===== config.mk =====
export PLATFORM = sky130hd
export DESIGN_NAME = shared_adder_arbiter
export DESIGN_NICKNAME = d
export VERILOG_FILES = /design/src/rtl/shared_adder_pkg.sv /design/src/rtl/rr_arbiter.sv /design/src/rtl/shared_adder_arbiter.sv
export SDC_FILE = /design/constraint.sdc
export NUM_CORES = 1
export LEC_CHECK = 0
export CAP_MARGIN = 25
export CORE_AREA = 2 2 80 82
export DETAILED_ROUTE_END_ITERATION = 16
export DIE_AREA = 0 0 82 84
export PLACE_DENSITY = 0.65
export RECOVER_POWER = 25
export SLEW_MARGIN = 20
export SYNTH_ARGS = -nofsm -noshare
export SYNTH_HDL_FRONTEND = slang
export SYNTH_SLANG_ARGS = --single-unit

===== constraint.sdc =====
create_clock -name clk -period 4.9 [get_ports clk]
set_input_delay 0.98 -clock clk [delete_from_list [all_inputs] [get_ports clk]]
set_output_delay 0.98 -clock clk [all_outputs]
set_load 0.01 [all_outputs]

===== src/rtl/shared_adder_pkg.sv =====
// shared_adder_pkg: shared constants and types for the shared adder arbiter
package shared_adder_pkg;
  localparam int N_REQ_DEFAULT = 4;
  localparam int WIDTH_DEFAULT = 8;
  typedef logic [$clog2(N_REQ_DEFAULT)-1:0] req_id_t;
  typedef struct packed {
    logic                     carry;
    logic [WIDTH_DEFAULT-1:0] sum;
  } sum_t;
endpackage


===== src/rtl/rr_arbiter.sv =====
// rr_arbiter: combinational round-robin grant starting after the last grant
module rr_arbiter #(
  parameter int N    = 4,
  parameter int ID_W = $clog2(N)
) (
  input  logic [N-1:0]    req,
  input  logic            en,
  input  logic [ID_W-1:0] last,
  output logic [N-1:0]    grant,
  output logic [ID_W-1:0] idx,
  output logic            any_grant
);
  always_comb begin
    grant = '0;
    idx = '0;
    any_grant = 1'b0;
    // scan farthest first so the nearest requester after last wins
    for (int i = N; i >= 1; i--) begin
      if (en && req[(int'(last) + i) % N]) begin
        grant = '0;
        grant[(int'(last) + i) % N] = 1'b1;
        idx = ID_W'((int'(last) + i) % N);
        any_grant = 1'b1;
      end
    end
  end
endmodule


===== src/rtl/shared_adder_arbiter.sv =====
// shared_adder_arbiter: round-robin shared 8-bit adder with one-deep result register
module shared_adder_arbiter
  import shared_adder_pkg::*;
#(
  parameter int N_REQ = N_REQ_DEFAULT,
  parameter int WIDTH = WIDTH_DEFAULT,
  parameter int ID_W  = $clog2(N_REQ)
) (
  input  logic                   clk,
  input  logic                   rst_n,
  input  logic                   ena,
  input  logic [N_REQ-1:0]       req_valid,
  input  logic [N_REQ*WIDTH-1:0] req_a,
  input  logic [N_REQ*WIDTH-1:0] req_b,
  output logic [N_REQ-1:0]       req_ready,
  output logic                   res_valid,
  output logic [WIDTH-1:0]       res_sum,
  output logic                   res_carry,
  output logic [ID_W-1:0]        res_id,
  input  logic                   res_ready
);
  logic [ID_W-1:0] last_grant;
  logic [ID_W-1:0] g_idx;
  logic            xfer;
  logic [WIDTH:0]  sum;
  logic            slot_free;
  assign slot_free = !res_valid || res_ready;
  rr_arbiter #(.N(N_REQ), .ID_W(ID_W)) u_arb (
    .req       (req_valid),
    .en        (ena && slot_free),
    .last      (last_grant),
    .grant     (req_ready),
    .idx       (g_idx),
    .any_grant (xfer)
  );
  assign sum = {1'b0, req_a[int'(g_idx)*WIDTH +: WIDTH]} + {1'b0, req_b[int'(g_idx)*WIDTH +: WIDTH]};
  always_ff @(posedge clk or negedge rst_n) begin
    if (!rst_n) begin
      res_valid <= 1'b0;
      res_sum <= '0;
      res_carry <= 1'b0;
      res_id <= '0;
      last_grant <= ID_W'(N_REQ - 1);
    end else if (xfer) begin
      res_valid <= 1'b1;
      res_sum <= sum[WIDTH-1:0];
      res_carry <= sum[WIDTH];
      res_id <= g_idx;
      last_grant <= g_idx;
    end else if (res_ready) begin
      res_valid <= 1'b0;
    end
  end
endmodule


# Yosys cells after proc, flatten, opt, wreduce, memory -nomap -nowiden
# Cells that the tools add are included.
# word_totals
reg_bits	14
latchBits	0
ramBits	0
mem_bits_ro	0
input_bits	72
output_inout_bits	16
elab_cells	74
memories	0
# op_classes
add_sub_neg	5
multipliers	0
div_mod_pow	0
magnitude_cmp	8
n_eq_ne	0
shift	2
muxes	34
bitwise	4
n_reduce_logical	16
# op_table
op	n
indexed part select 32 x 6 -> 8 bit	2
2-to-1 mux 1 bit	18
< comparator 3 x 4 -> 1 bit, second input constant	4
2-to-1 mux 4 bit	4
greater-or-equal comparator 3 x 1 -> 1 bit, second input constant	4
adder 8 x 8 -> 9 bit	1
logical AND 1 bit	9
binary-select mux 1 bit (select 2 bit)	4
demux 1 bit (select 2 bit)	4
2-to-1 mux 2 bit	4
OR reduction 2 bit	4
adder 2 x 1 -> 2 bit, second input constant	2
adder 2 bit, second input constant	2
bitwise AND 1 bit, first input constant	4
nonzero test 2 bit	1
zero test 1 bit	1
logical OR 1 bit	1

# Depth between registers and ports, before layout
# depth
word_depth	13
ltp_mapped	20
mapped_depth_nobuf	16

# By module
# From an unflattened synthesis, not the netlist that was laid out.
# unflattened
hier_cells	179
area_unflattened_um2	1850.5
# modules_own_cells
mod	instances	cells_each	area_per_inst_um2	seq_area_each_um2
shared_adder_arbiter	1	112	1312.5	352.8
rr_arbiter	1	67	538.0	0.0

# Worst setup path after synthesis
# No wires, ideal clock.
# synth_timing
path_type	input -> register
startpoint	input port req_valid[2]
endpoint	register res_sum[6]
setup_ps	135
t_arrival_ps	3855
setup_slack_ps	910
cell_stages	15
path_cell_list	mux4_2 o21bai_1 a32oi_1 buf_6 buf_8 mux2i_1 mux2i_1 ha_1 fa_1 a21o_1 a21oi_1 o21bai_1 a21oi_1 xnor2_1 o21ai_0
# synth_between
elab_chain_len	10
elab_cells_between_ends	27
cone_classes	add/sub (1); shift (2); mux (20); reduce/logical (4)
# synth_rtl
item	line_no	source
start: declaration	shared_adder_arbiter.sv:12	input logic [N_REQ-1:0] req_valid,
binary-select mux 1 bit (select 2 bit)	rr_arbiter.sv:19	if (en && req[(int'(last) + i) % N]) begin
2-to-1 mux 1 bit (not written as such) (2 in series)	rr_arbiter.sv:19	
logical AND 1 bit	rr_arbiter.sv:19	
2-to-1 mux 2 bit (4 in series)	rr_arbiter.sv:19	
indexed part select 32 x 6 -> 8 bit	shared_adder_arbiter.sv:36	assign sum = {1'b0, req_a[int'(g_idx)*WIDTH +: WIDTH]} + {1'b0, req_b[int'(g_idx)*WIDTH +: WIDTH]};
adder 8 x 8 -> 9 bit	shared_adder_arbiter.sv:36	
end signal: assignment	shared_adder_arbiter.sv:46	res_sum <= sum[WIDTH-1:0];
end: declaration	shared_adder_arbiter.sv:17	output logic [WIDTH-1:0] res_sum,
# Parallel ways exist; a longest one is shown, timed or not. The select of a mux whose other input is x is not followed.
# A chain may end at the register's enable or synchronous reset.

# Final worst setup path
# Ends and elaborated chain as after synthesis.

==> results.sh <==
export IMPL_fin_crit_ns=4.54
export IMPL_hold_worst_slack_ns=0.479
export IMPL_finalCritPeriodShare_pct=92.6
export IMPL_setup_violations=0
export IMPL_reg2reg_to="res_sum[7]$_DFFE_PN0P_"
export IMPL_hold_path_startpoint="res_id[1]$_DFFE_PN0P_"
export IMPL_post_cts_resized=0
export IMPL_detail_route_wl_per_cell_um=13.3
export IMPL_postCtsSetupRepairBufs=0
export IMPL_crit_arrival_ns=4.66
export IMPL_outcome="finished, final reports clean"
export IMPL_tightestPinTransition_ns=0.638
export IMPL_cap_violations=0
export IMPL_synthFlopType="dfrtp_1"
export IMPL_p_leak_nw=1.16
export IMPL_drt_pre_antenna_iters=4
export IMPL_vias=1633
export IMPL_synth_area_per_cell_um2=9.81
export IMPL_dieArea_mm2=0.00689
export IMPL_layout_cells_most_common="clkdlybuf4s50_1"
export IMPL_seqPwrFrac_pct=14.8
export IMPL_dieWidth_um=82
export IMPL_cts_max_path_buffers=2
export IMPL_synth_cell_types=36
export IMPL_cp_start_kind="input pin"
export IMPL_netlist_instances=177
export IMPL_clk_latency_ns=0.25
export IMPL_crit_path_max_fanout=8
export IMPL_power_density_mw_per_mm2=579
export IMPL_grt_util_all_layers_pct=13.1
export IMPL_p_total_mw=1.57
export IMPL_drcViolationCount=0
export IMPL_p_sw_mw=0.677
export IMPL_nets=350
export IMPL_grt_pass1_wl_um=7200
export IMPL_gr_usage_met2_pct=24.8
export IMPL_utilization_pct=44.5
export IMPL_nFillCells=611
export IMPL_swShare_pct=43.1
export IMPL_synth_edf_count=0
export IMPL_clkSinkCount=14
export IMPL_syn_cell_area_mm2=0.00174
export IMPL_reg2reg_slack_ns=0.63
export IMPL_met3_usage_pct=3.79
export IMPL_worst_hold_path_endpoint="res_id[1]$_DFFE_PN0P_"
export IMPL_antenna_cells=0
export IMPL_grt_pass1_vias=1645
export IMPL_routed_wl_um=4530
export IMPL_path_class="input pin to flip-flop"
export IMPL_ios=88
export IMPL_use_met1_pct=14.6
export IMPL_antenna_found_initial=0
export IMPL_peakVddDrop_uv=258
export IMPL_syn_nets=262
export IMPL_rsz0062_at_grt="no"
export IMPL_fmax_mhz=220
export IMPL_grt_max_degree=22
export IMPL_min_path_type="flip-flop to flip-flop"
export IMPL_rows=29
export IMPL_pwr_share_comb_pct=78.1
export IMPL_slew_viol_final=0
export IMPL_slew_headroom_pct=57.4
export IMPL_async_flop_share_pct=100
export IMPL_final_cell_mix="clkdlybuf4s50_1 (86), mux2i_1 (50), nand2_1 (20), ha_1 (12), dfrtp_1 (12)"
export IMPL_finalHoldViolations=0
export IMPL_r2r_cells=14
export IMPL_core_area_mm2=0.00610
export IMPL_p_int_mw=0.894
export IMPL_synth_seq_cells=14
export IMPL_clkTransAtPathRegs_ns=0.06
export IMPL_busiest_layer="met2"
export IMPL_seq_area_frac_synth_pct=20.3
export IMPL_htreeDepth=1
export IMPL_cts_root_buf="clkbuf_8"
export IMPL_post_drt_via_cell_ratio=4.79
export IMPL_cts_tree="built"
export IMPL_min_path_cells=1
export IMPL_p_clk_share_pct=7.1
export IMPL_globalRouteOverflowTotal=0
export IMPL_first_iter_violations=25
export IMPL_reg2reg_from="last_grant[0]$_DFFE_PN1P_"
export IMPL_ant_nets=0
export IMPL_die_h_um=84
export IMPL_fin_skew_ns=0.00208
export IMPL_dp_hpwl_um=3860
export IMPL_initial_core_util_pct=28.5
export IMPL_required_ns=5.03
export IMPL_gp_congestion=0.746
export IMPL_yosysWarnings=0
export IMPL_numPortBuffers=87
export IMPL_drive_gt1_share_pct=8.71
export IMPL_cts_made_buffers=3
export IMPL_syn2layout_area_growth_pct=56.3
export IMPL_cts_hold_buf=0
export IMPL_setup_tns_ns=0
export IMPL_crit_path_end_kind="flip-flop"
-- power groups by stage --
stage	sequential, mW	combinational (mW)	clock [mW]
floorplan	0.235	0.943	0
global placement	0.234	1.24	0
detailed placement	0.234	1.25	0
CTS	0.234	1.25	0.115
global route	0.241	1.36	0.120
finish	0.232	1.23	0.111
-- worst max-delay path by stage --
stage / depth (start not counted) / slack [ns] / start / to
finish: 14 / 0.36 / req_valid[2] / res_sum[6]$_DFFE_PN0P_
detailed placement: 14 / 0.07 / req_valid[2] / res_sum[6]$_DFFE_PN0P_
global placement: 13 / 0.10 / req_valid[2] / res_sum[7]$_DFFE_PN0P_
global route: 15 / 0.01 / req_valid[2] / res_sum[6]$_DFFE_PN0P_
CTS: 14 / 0.34 / req_valid[2] / res_sum[6]$_DFFE_PN0P_
floorplan: 15 / 0.91 / req_valid[2] / res_sum[6]$_DFFE_PN0P_
-- area by class of cell --
| type | instances | area, um^2 | share of cell area [%] |
|---|---|---|---|
| Clock buffer | 4 | 55.1 | 2.03 |
| Sequential cell | 14 | 353 | 13.0 |
| Inverter | 4 | 15.0 | 0.553 |
| Timing Repair Buffer | 93 | 928 | 34.2 |
| Tap cell | 77 | 96.3 | 3.55 |
| Multi-Input combinational cell | 149 | 1270 | 46.7 |
-- critical path, cell delays in order --
cell	delay (ns)
clkdlybuf4s50_1	0.54
mux4_2	0.54
o21bai_1	0.21
a32oi_4	0.42
buf_4	0.26
mux2i_1	0.19
mux2i_1	0.13
fa_1	0.46
a21o_1	0.19
a21oi_1	0.22
o21bai_1	0.09
a21oi_1	0.22
xnor2_1	0.14
o21ai_0	0.08
-- synthesized netlist by cell type (4+ instances only) --
cell type	n	area share, %
mux2i_1	50	29
nand2_1	20	4.3
dfrtp_1	12	17
ha_1	12	8.6
nor2_1	8	1.7
a21oi_1	7	2.0
o21ai_0	6	1.7
nand3_1	5	1.4
a221o_1	4	2.3
buf_6	4	2.6
inv_1	4	0.86
-- cells by family (layout without fill, tap and decap cells) --
kind of cell	after synthesis	in the layout	share of synthesized area (%)
adder cells (fa/ha/maj)	13	13	9.80
AND/OR/NAND/NOR	41	41	10.4
AO/OA/AOI/OAI	33	33	13.5
multiplexers	56	56	34.7
flip-flops	14	14	20.3
buffers and inverters	14	101	8.21
XOR/XNOR	6	6	3.03
-- metal layers --
layer  part of all wire [%]  vias to the layer above
met4                   0.18                        0
met3                    6.3                        2
li1                       -                      824
met1                     40                      746
met2                     53                       61
met5                      0                        -
-- registers in the layout (all words and copies together), names as in the netlist --
register    flops
last_grant      2
res_carry       1
res_valid       1
res_id          2
res_sum         8
-- metrics by stage --
stage	instances	setup WS [ns]	area (um^2)
4_1_cts	341	0.336	2720
3_3_place_gp	337	0.102	2660
5_1_grt	341	0.0147	2720
3_5_place_dp	337	0.0670	2660
6_report	341	0.363	2720
2_1_floorplan	177	0.910	1740
Note: power is estimated with default switching activity, not from simulation.
